## src/rtl/sva_stim_pkg.sv

```systemverilog
// Shared types and constants for the SVA checker stimulus generator.
package sva_stim_pkg;

  typedef enum logic [2:0] {
    S_IDLE, S_RST, S_PRE, S_ASSERT_A, S_MID, S_ASSERT_B, S_NEXT, S_DONE
  } stim_fsm_t;

  // Galois taps for x^16+x^14+x^13+x^11+1, right-shifting form
  localparam logic [15:0] LFSR_TAPS  = 16'hB400;
  localparam int          RST_CYCLES = 2;

  function automatic logic [15:0] lfsr_step(input logic [15:0] s);
    return s[0] ? ((s >> 1) ^ LFSR_TAPS) : (s >> 1);
  endfunction

endpackage

```

## src/rtl/sva_gclk_div.sv

```systemverilog
// Free-running sys_clk divider producing gclk plus rise/fall strobes that are
// high during the sys_clk cycle whose closing edge toggles gclk.
module sva_gclk_div #(
  parameter int HALF_PERIOD = 4
) (
  input  logic sys_clk,
  input  logic sys_rst_n,
  output logic o_gclk,
  output logic o_rise,
  output logic o_fall
);

  localparam int HW = (HALF_PERIOD > 1) ? $clog2(HALF_PERIOD) : 1;

  logic [HW-1:0] r_hp_cnt;
  logic          r_gclk;
  logic          w_tc;

  assign w_tc = (r_hp_cnt == HW'(HALF_PERIOD - 1));

  always_ff @(posedge sys_clk or negedge sys_rst_n) begin
    if (!sys_rst_n) begin
      r_hp_cnt <= '0;
      r_gclk   <= 1'b0;
    end else if (w_tc) begin
      r_hp_cnt <= '0;
      r_gclk   <= ~r_gclk;
    end else begin
      r_hp_cnt <= r_hp_cnt + HW'(1);
    end
  end

  assign o_gclk = r_gclk;
  assign o_rise = w_tc & ~r_gclk;
  assign o_fall = w_tc & r_gclk;

endmodule

```

## src/rtl/sva_stim_gen.sv

```systemverilog
// Drives gclk/grst and the scripted "a ##[1+] b" stimulus with an expected-success strobe.
// Define SVA_STIM_LFSR_EN to draw per-transaction gap lengths from a 16-bit LFSR.
module sva_stim_gen
  import sva_stim_pkg::*;
#(
  parameter int          HALF_PERIOD = 4,
  parameter int          GAP_WIDTH   = 4,
  parameter int          CNT_WIDTH   = 16,
  parameter logic [15:0] LFSR_SEED   = 16'hACE1
) (
  input  logic                 sys_clk,
  input  logic                 sys_rst_n,
  input  logic                 start,
  input  logic                 stop,
  input  logic [GAP_WIDTH-1:0] cfg_pre_gap,
  input  logic [GAP_WIDTH-1:0] cfg_mid_gap,
  input  logic [CNT_WIDTH-1:0] cfg_count,
  output logic                 gclk,
  output logic                 grst,
  output logic                 a,
  output logic                 b,
  output logic                 busy,
  output logic                 expect_succ,
  output logic                 done,
  output logic [CNT_WIDTH-1:0] txn_cnt
);

  logic                 w_gclk, w_rise, w_fall;
  stim_fsm_t            r_state;
  logic                 r_grst, r_a, r_b, r_busy, r_succ, r_done;
  logic                 r_start_pend, r_stop_pend;
  logic [GAP_WIDTH-1:0] r_gcnt, r_pre_gap, r_mid_gap, w_pre_nxt, w_mid_nxt;
  logic [CNT_WIDTH-1:0] r_count, r_txn_cnt;
  logic                 w_idle_like, w_last, w_txn_begin;
  stim_fsm_t            w_first_state;

  sva_gclk_div #(.HALF_PERIOD(HALF_PERIOD)) u_div (
    .sys_clk  (sys_clk),
    .sys_rst_n(sys_rst_n),
    .o_gclk   (w_gclk),
    .o_rise   (w_rise),
    .o_fall   (w_fall)
  );

  assign w_idle_like = (r_state == S_IDLE) || (r_state == S_DONE);
  // Evaluated only while leaving ASSERT_B: a same-cycle stop still ends the run
  assign w_last = r_stop_pend | stop |
                  ((|r_count) && (({1'b0, r_txn_cnt} + (CNT_WIDTH+1)'(1)) == {1'b0, r_count}));
  assign w_txn_begin = w_fall &&
                       (((r_state == S_RST) && (r_gcnt == GAP_WIDTH'(RST_CYCLES - 1))) ||
                        ((r_state == S_ASSERT_B) && !w_last));
  assign w_first_state = (w_pre_nxt == '0) ? S_ASSERT_A : S_PRE;

`ifdef SVA_STIM_LFSR_EN
  logic [15:0] r_lfsr, w_lfsr_nxt;

  assign w_lfsr_nxt = lfsr_step(r_lfsr);
  assign w_pre_nxt  = w_lfsr_nxt[GAP_WIDTH-1:0];
  assign w_mid_nxt  = w_lfsr_nxt[2*GAP_WIDTH-1:GAP_WIDTH];

  always_ff @(posedge sys_clk or negedge sys_rst_n) begin
    if (!sys_rst_n)       r_lfsr <= LFSR_SEED;
    else if (w_txn_begin) r_lfsr <= w_lfsr_nxt;
  end
`else
  logic w_unused_seed;

  assign w_pre_nxt     = r_pre_gap;
  assign w_mid_nxt     = r_mid_gap;
  assign w_unused_seed = ^LFSR_SEED;
`endif

  always_ff @(posedge sys_clk or negedge sys_rst_n) begin
    if (!sys_rst_n) begin
      r_state      <= S_IDLE;
      r_grst       <= 1'b1;
      r_a          <= 1'b0;
      r_b          <= 1'b0;
      r_busy       <= 1'b0;
      r_succ       <= 1'b0;
      r_done       <= 1'b0;
      r_start_pend <= 1'b0;
      r_stop_pend  <= 1'b0;
      r_gcnt       <= '0;
      r_pre_gap    <= '0;
      r_mid_gap    <= '0;
      r_count      <= '0;
      r_txn_cnt    <= '0;
    end else begin
      r_succ <= w_rise && (r_state == S_ASSERT_B);
      if (stop && !w_idle_like) r_stop_pend <= 1'b1;
      if (w_fall) begin
        case (r_state)
          S_IDLE, S_DONE: if (r_start_pend) begin
            r_state   <= S_RST;
            r_grst    <= 1'b1;
            r_gcnt    <= '0;
            r_txn_cnt <= '0;
            r_done    <= 1'b0;
          end
          S_RST: begin
            if (r_gcnt != GAP_WIDTH'(RST_CYCLES - 1)) r_gcnt <= r_gcnt + GAP_WIDTH'(1);
            else                                      r_grst <= 1'b0;
          end
          S_PRE: begin
            if (r_gcnt == r_pre_gap - GAP_WIDTH'(1)) begin
              r_state <= S_ASSERT_A;
              r_a     <= 1'b1;
            end else r_gcnt <= r_gcnt + GAP_WIDTH'(1);
          end
          S_ASSERT_A: begin
            r_a    <= 1'b0;
            r_gcnt <= '0;
            if (r_mid_gap == '0) begin
              r_state <= S_ASSERT_B;
              r_b     <= 1'b1;
            end else r_state <= S_MID;
          end
          S_MID: begin
            if (r_gcnt == r_mid_gap - GAP_WIDTH'(1)) begin
              r_state <= S_ASSERT_B;
              r_b     <= 1'b1;
            end else r_gcnt <= r_gcnt + GAP_WIDTH'(1);
          end
          S_ASSERT_B: begin
            r_b <= 1'b0;
            if (r_txn_cnt != '1) r_txn_cnt <= r_txn_cnt + CNT_WIDTH'(1);
            if (w_last) begin
              r_state      <= S_DONE;
              r_done       <= 1'b1;
              r_busy       <= 1'b0;
              r_start_pend <= 1'b0;
              r_stop_pend  <= 1'b0;
            end
          end
          default: r_state <= S_IDLE;
        endcase
        // Shared entry into a transaction, from RST or straight after ASSERT_B
        if (w_txn_begin) begin
          r_state   <= w_first_state;
          r_a       <= (w_pre_nxt == '0);
          r_gcnt    <= '0;
          r_pre_gap <= w_pre_nxt;
          r_mid_gap <= w_mid_nxt;
        end
      end
      if (start && w_idle_like) begin
        r_start_pend <= 1'b1;
        r_busy       <= 1'b1;
        r_pre_gap    <= cfg_pre_gap;
        r_mid_gap    <= cfg_mid_gap;
        r_count      <= cfg_count;
      end
    end
  end

  assign gclk        = w_gclk;
  assign grst        = r_grst;
  assign a           = r_a;
  assign b           = r_b;
  assign busy        = r_busy;
  assign expect_succ = r_succ;
  assign done        = r_done;
  assign txn_cnt     = r_txn_cnt;

endmodule

```

## config.mk

```make
export PLATFORM = sky130hd
export DESIGN_NAME = sva_stim_gen
export DESIGN_NICKNAME = d
export VERILOG_FILES = /design/src/rtl/sva_stim_pkg.sv /design/src/rtl/sva_gclk_div.sv /design/src/rtl/sva_stim_gen.sv
export SDC_FILE = /design/constraint.sdc
export NUM_CORES = 1
export LEC_CHECK = 0
export ABC_AREA = 1
export BUFFER_PORTS_ARGS = -buffer_cell sky130_fd_sc_hd__buf_4
export CAP_MARGIN = 0
export CORE_ASPECT_RATIO = 0.5
export CORE_MARGIN = 1.5
export CORE_UTILIZATION = 40
export CTS_CLUSTER_SIZE = 24
export DETAILED_ROUTE_END_ITERATION = 10
export MAX_ROUTING_LAYER = met4
export PLACE_DENSITY = 0.67
export SLEW_MARGIN = 25
export SYNTH_ARGS = -nofsm -noshare
export SYNTH_HDL_FRONTEND = slang
export SYNTH_SLANG_ARGS = --single-unit
```

## constraint.sdc

```tcl
create_clock -name sys_clk -period 1.9 [get_ports sys_clk]
set_input_delay 0.19 -clock sys_clk [delete_from_list [all_inputs] [get_ports sys_clk]]
set_output_delay 0.19 -clock sys_clk [all_outputs]
set_load 0.02 [all_outputs]
```

# Word level (Yosys, flattened, before mapping)
# Cells that the tools add are included.
[totals]
register_bits = 57
input_bits = 28
out_inout_bits = 23
word_cells = 123
[classes]
n_addsub = 6
eq_ne = 27
muxes = 38
bitwise_logic = 5
n_reduce_logical = 32
[ops]
columns = ["operator", "n"]
rows = [
  ["16-bit 2-to-1 mux", 2],
  ["16-bit one-hot mux with 2 select lines", 1],
  ["4-bit 2-to-1 mux", 5],
  ["4-bit one-hot mux with 5 select lines", 1],
  ["1-bit 2-to-1 mux", 18],
  ["3-bit inequality test (second input constant)", 6],
  ["3-bit one-hot mux with 6 select lines", 1],
  ["16-bit by 1-bit adder with 17-bit output (second input constant)", 1],
  ["17-bit by 16-bit == test with 1-bit output", 1],
  ["16-bit by 1-bit adder with 16-bit output (second input constant)", 1],
  ["16-bit inequality test (second input constant)", 1],
  ["4-bit AND reduction", 4],
  ["16-bit OR reduction", 1],
  ["3-bit 2-to-1 mux", 5],
  ["2-bit inequality test (second input constant)", 6],
  ["6-bit AND reduction", 2],
  ["2-bit nonzero test", 5],
  ["3-bit == test (second input constant)", 3],
  ["4-bit == test", 2],
  ["4-bit logical NOT", 2],
  ["4-bit by 1-bit subtractor with 4-bit output (second input constant)", 2],
  ["1-bit logical AND", 7],
  ["3-bit by 2-bit == test with 1-bit output (second input constant)", 2],
  ["1-bit one-hot mux with 2 select lines", 3],
  ["other kinds (20)", 26],
]

# Logic depth before layout (Yosys ltp)
[logic_depth]
word_depth = 10
mapped_depth = 19
mapped_depth_nobuf = 19

# Hierarchy
# Synthesis repeated with hierarchy kept, for this count alone.
[unflattened]
hier_cells = 447
area_unflattened_um2 = 3415.8
[by_module_without_submodules]
columns = ["module", "instances", "cells_per_inst", "area_each_um2", "seq_area_each_um2"]
rows = [
  ["sva_stim_gen", 1, 434, 3294.4, 1352.5],
  ["sva_gclk_div", 1, 13, 121.4, 75.1],
]

# Worst setup path before layout
# Ideal clock, no wire load.
[synth_timing]
path_type = "register to register"
from = "register r_txn_cnt[1] (netlist: txn_cnt[1])"
to = "register r_start_pend"
setup_time_ns = 0.130
arrival_time_ns = 2.002
required_time_ns = 1.770
setup_slack_ns = -0.232
path_stages_with_launch = 18
path_buffers = 0
synth_period_minus_slack_ns = 2.132
path_cell_list = "dfrtp_1 -> ha_1 -> nand2_2 -> nor2_4 -> nand2_4 -> nor2_2 -> nand2_1 -> nand2_1 -> nand2_1 -> nand2_1 -> nand2_1 -> nor2_2 -> nand3_2 -> nand3_2 -> nor3b_2 -> nand2_1 -> nand2_1 -> nand2_1"
[synth_via]
elab_chain_len = 6
[synth_rtl]
columns = ["element", "line_no", "text"]
rows = [
  ["from (decl)", "sva_stim_gen.sv:33", "logic [CNT_WIDTH-1:0] r_count, r_txn_cnt;"],
  ["from (signal assigned)", "sva_stim_gen.sv:127", "if (r_txn_cnt != '1) r_txn_cnt <= r_txn_cnt + CNT_WIDTH'(1);"],
  ["16-bit by 1-bit adder with 17-bit output", "sva_stim_gen.sv:48", "((|r_count) && (({1'b0, r_txn_cnt} + (CNT_WIDTH+1)'(1)) == {1'b0, r_count}));"],
  ["17-bit by 16-bit == test with 1-bit output", "sva_stim_gen.sv:48", ""],
  ["1-bit logical AND", "sva_stim_gen.sv:48", ""],
  ["1-bit OR", "sva_stim_gen.sv:47", "assign w_last = r_stop_pend | stop |"],
  ["2-bit nonzero test (no line)", "n/a", ""],
  ["3-bit AND reduction (no line)", "n/a", ""],
  ["to (signal assigned)", "sva_stim_gen.sv:82", "r_start_pend <= 1'b0;"],
  ["to (signal assigned)", "sva_stim_gen.sv:132", "r_start_pend <= 1'b0;"],
  ["to (signal assigned)", "sva_stim_gen.sv:148", "r_start_pend <= 1'b1;"],
  ["to (decl)", "sva_stim_gen.sv:31", "logic r_start_pend, r_stop_pend;"],
]
# No other way between the ends.
# A chain may end at the register's enable or synchronous reset.

# Final worst setup path
# Same ends and word-level chain as after synthesis.

==> flow_summary.json <==
{
  "status": "finished with violations",
  "failed_checks": "negative setup slack",
  "grt_usage_pct": 22.0,
  "cts_max_level": 3,
  "synth_top_area_cell": "dfrtp_1",
  "viasPerCell": 4.90,
  "ant_nets": 0,
  "die_h_um": 69.0,
  "cp_max_fo": 4,
  "clk_pin_slew_ps": 50,
  "report.final.slew_viol_count": 0,
  "top_level_ports": 51,
  "grt_pass1_vias": 3296,
  "clk_path_buf_depth": 2,
  "chipWidth_um": 135,
  "clk_latency_ps": 330,
  "synth_nets": 494,
  "path_class": "flop to flop",
  "crit_path_end_kind": "flop",
  "area_growth_pct": 42.1,
  "syn_inst": 458,
  "slew_headroom_pct": 50.5,
  "fin_cells": 692,
  "drtIter0Drc": 265,
  "num_rows": 23,
  "rsz0062_at_grt": "true",
  "netlist_area_um2": 3490,
  "die-area_um2": 9320,
  "nFillCells": 722,
  "numCtsBuffers": 9,
  "place_inst": 670,
  "ir_drop_mv": 0.511,
  "hold_viol_final": 0,
  "io_buffers": 50,
  "crit_required_ps": 2120,
  "fin_crit_ps": 2180,
  "cpMostUsedCell": "nand2_1",
  "wire_per_inst_um": 13.5,
  "tritoncts": "yes",
  "antennaDiodeCount": 0,
  "fin_ws_ps": -280,
  "core-area_um2": 8230,
  "synth_warnings": 0,
  "start_util_pct": 42.4,
  "grt_first_pass_wirelength_um": 15800,
  "grt_overflow": 0,
  "synth_seq_cells": 57,
  "synth_edf_count": 0,
  "drt_wl_total_um": 9330,
  "cts-root-buf": "clkbuf_16",
  "crit_chain": "ha_4, nand3_4, nor2_4, buf_6, xor2_1, nand2_1, nand2_1, nand3_1, nor2_2, nand3_2, nand3_4, nor3b_4, nand2_1, nand2_1, nand2_1",
  "critPathLaunchType": "flop",
  "synth_cell_type_count": 34,
  "netlist_top_cells_area": "dfrtp_1, nand2_1, nand3_1",
  "slowest_stage": "dfrtp_2",
  "finalInstanceArea_um2": 4950,
  "critical_path_arrival_ps": 2400,
  "tightest_slew_ps": 743,
  "ys.flop_type": "dfrtp_1",
  "max_freq_mhz": 459,
  "yosysSeqAreaShare_pct": 41.0,
  "hpwlAfterDp_um": 6790,
  "setup_viol": 25,
  "pre_cts_ws_ps": -254,
  "antenna_found_initial": 0,
  "firstDrtPassIters": 5,
  "postSynthAreaPerCell_um2": 7.61,
  "drc_errors": 0,
  "place_congestion": 0.896,
  "drv_cap": 0,
  "max_stage_delay_ps": 410,
  "synth_top_area_share_pct": 40.2,
  "fin_tns_setup_ps": -2990,
  "powerDensity_nw_per_um2": 1080,
  "grt_max_degree": 58,
  "placed_cell_area_um2": 4460,
  "leakagePower_nw": 2.47,
  "min_path_type": "input pin to flop",
  "via_count": 3389,
  "skew_ps": 5.49,
  "hold_slack_ps": 92.2,
  "async_flop_share_pct": 100,
  "clock-sinks": 57,
  "fin_crit_sh_pct": 115,
  "final_layout_size_suffix_gt1_share_pct": 32.2,
  "finalNetCount": 611
}
synthesized netlist by cell type, types with 2 or more instances:
| cell | number |
|---|---|
| o21ai_1 | 7 |
| nand2_1 | 102 |
| nand3b_1 | 2 |
| nor2_2 | 5 |
| dfrtp_1 | 56 |
| nor3_1 | 8 |
| nor2_1 | 56 |
| nand4_1 | 10 |
| o21ai_0 | 11 |
| buf_2 | 5 |
| ha_1 | 8 |
| a21oi_1 | 23 |
| xor2_1 | 12 |
| nor2_4 | 4 |
| clkbuf_1 | 3 |
| nand2_4 | 5 |
| o22ai_1 | 8 |
| nand2_2 | 4 |
| inv_1 | 57 |
| xnor2_1 | 7 |
| o2111ai_1 | 2 |
| mux2_2 | 6 |
| nand3_1 | 44 |
| nand3_2 | 3 |
cell families after synthesis:
logic type | count (synthesis) | share of synthesized area [%]
fa+ha+maj | 8 | 2.87
simple gates | 246 | 32.8
compound gates | 54 | 8.54
xor+xnor | 20 | 5.42
flops | 57 | 41.0
mux | 6 | 1.94
buf+inv | 67 | 7.43
metrics by stage:
step                      power [mW]  utilization [%]
after floorplan                 3.10                -
after global placement          3.75             54.2
after detailed placement        3.78             54.2
after CTS                       5.33             58.5
after global routing            5.76             60.2
final                           5.36             60.2
final cells by class:
cell class                 instances  area [um^2]  share of cell area [%]
tap                              112          140                    2.83
timing repair buffer             115          923                    18.6
multi-input combinational        335         1970                    39.7
sequential                        57         1430                    28.9
clock buffer                      13          260                    5.25
clock inverter                     3         15.0                   0.303
inverter                          57          216                    4.37
path summary, 6_finish.rpt:
path                                              from                           to  slack (ps)  cells past startpoint
min in group asynchronous                    sys_rst_n     r_mid_gap[0]$_DFFE_PN0P_         470                      2
max                             txn_cnt[1]$_DFFE_PN0P_     r_start_pend$_DFFE_PN0P_        -280                     15
min                                       cfg_count[3]       r_count[3]$_DFFE_PN0P_          90                      2
max reg2reg                     txn_cnt[1]$_DFFE_PN0P_     r_start_pend$_DFFE_PN0P_        -280                     15
max in group asynchronous                    sys_rst_n       txn_cnt[3]$_DFFE_PN0P_         880                      2
min reg2reg                u_div.r_hp_cnt[1]$_DFF_PN0_  u_div.r_hp_cnt[1]$_DFF_PN0_         470                      1
state kept, by name (all words and copies together), names as in the netlist, 2 cells and up:
register,count
r_state,3
txn_cnt,16
r_gcnt,4
u_div.r_hp_cnt,2
r_count,16
r_mid_gap,4
r_pre_gap,4
per-layer routing:
layer / share of wire [%] / track usage (%) / vias to the layer above
li1: - / - / 1717
met1: 47 / 29.8 / 1602
met2: 47 / 33.3 / 62
met3: 5.0 / 5.59 / 8
met4: 0.95 / 5.02 / 0
met5: 0 / - / -
report_power, final:
group          switching (mW)  leakage [nW]  internal, mW
registers               0.292         0.694          1.56
logic                    1.12          1.63         0.899
clock network           0.546         0.139         0.945
placed cells by master (no fill, tap or decap), types with 10 or more instances in the layout:
master     n
nand4_1   10
nand2_1   97
a21oi_1   21
nand3_1   41
o21ai_0   10
buf_4    108
nor2_1    53
dfrtp_1   52
inv_1     56
xor2_1    11
worst max-delay path, delay by kind of cell, from the launching register on:
family,cells,cell delay [ps]
AND/OR/NAND/NOR,12,1220
buffers and inverters,1,120
adder cells (fa/ha/maj),1,190
XOR/XNOR,1,130
flip-flops,1,410
repair_timing:
action,4_1_cts,5_1_grt
endpoints found under the hold margin,56,0
setup endpoints to repair,26,42
cloned,1,0
buffers inserted,0,4
hold buffers,1,0
pin swaps,5,16
gates resized for setup,13,23
Note: power is estimated with default switching activity, not from simulation.
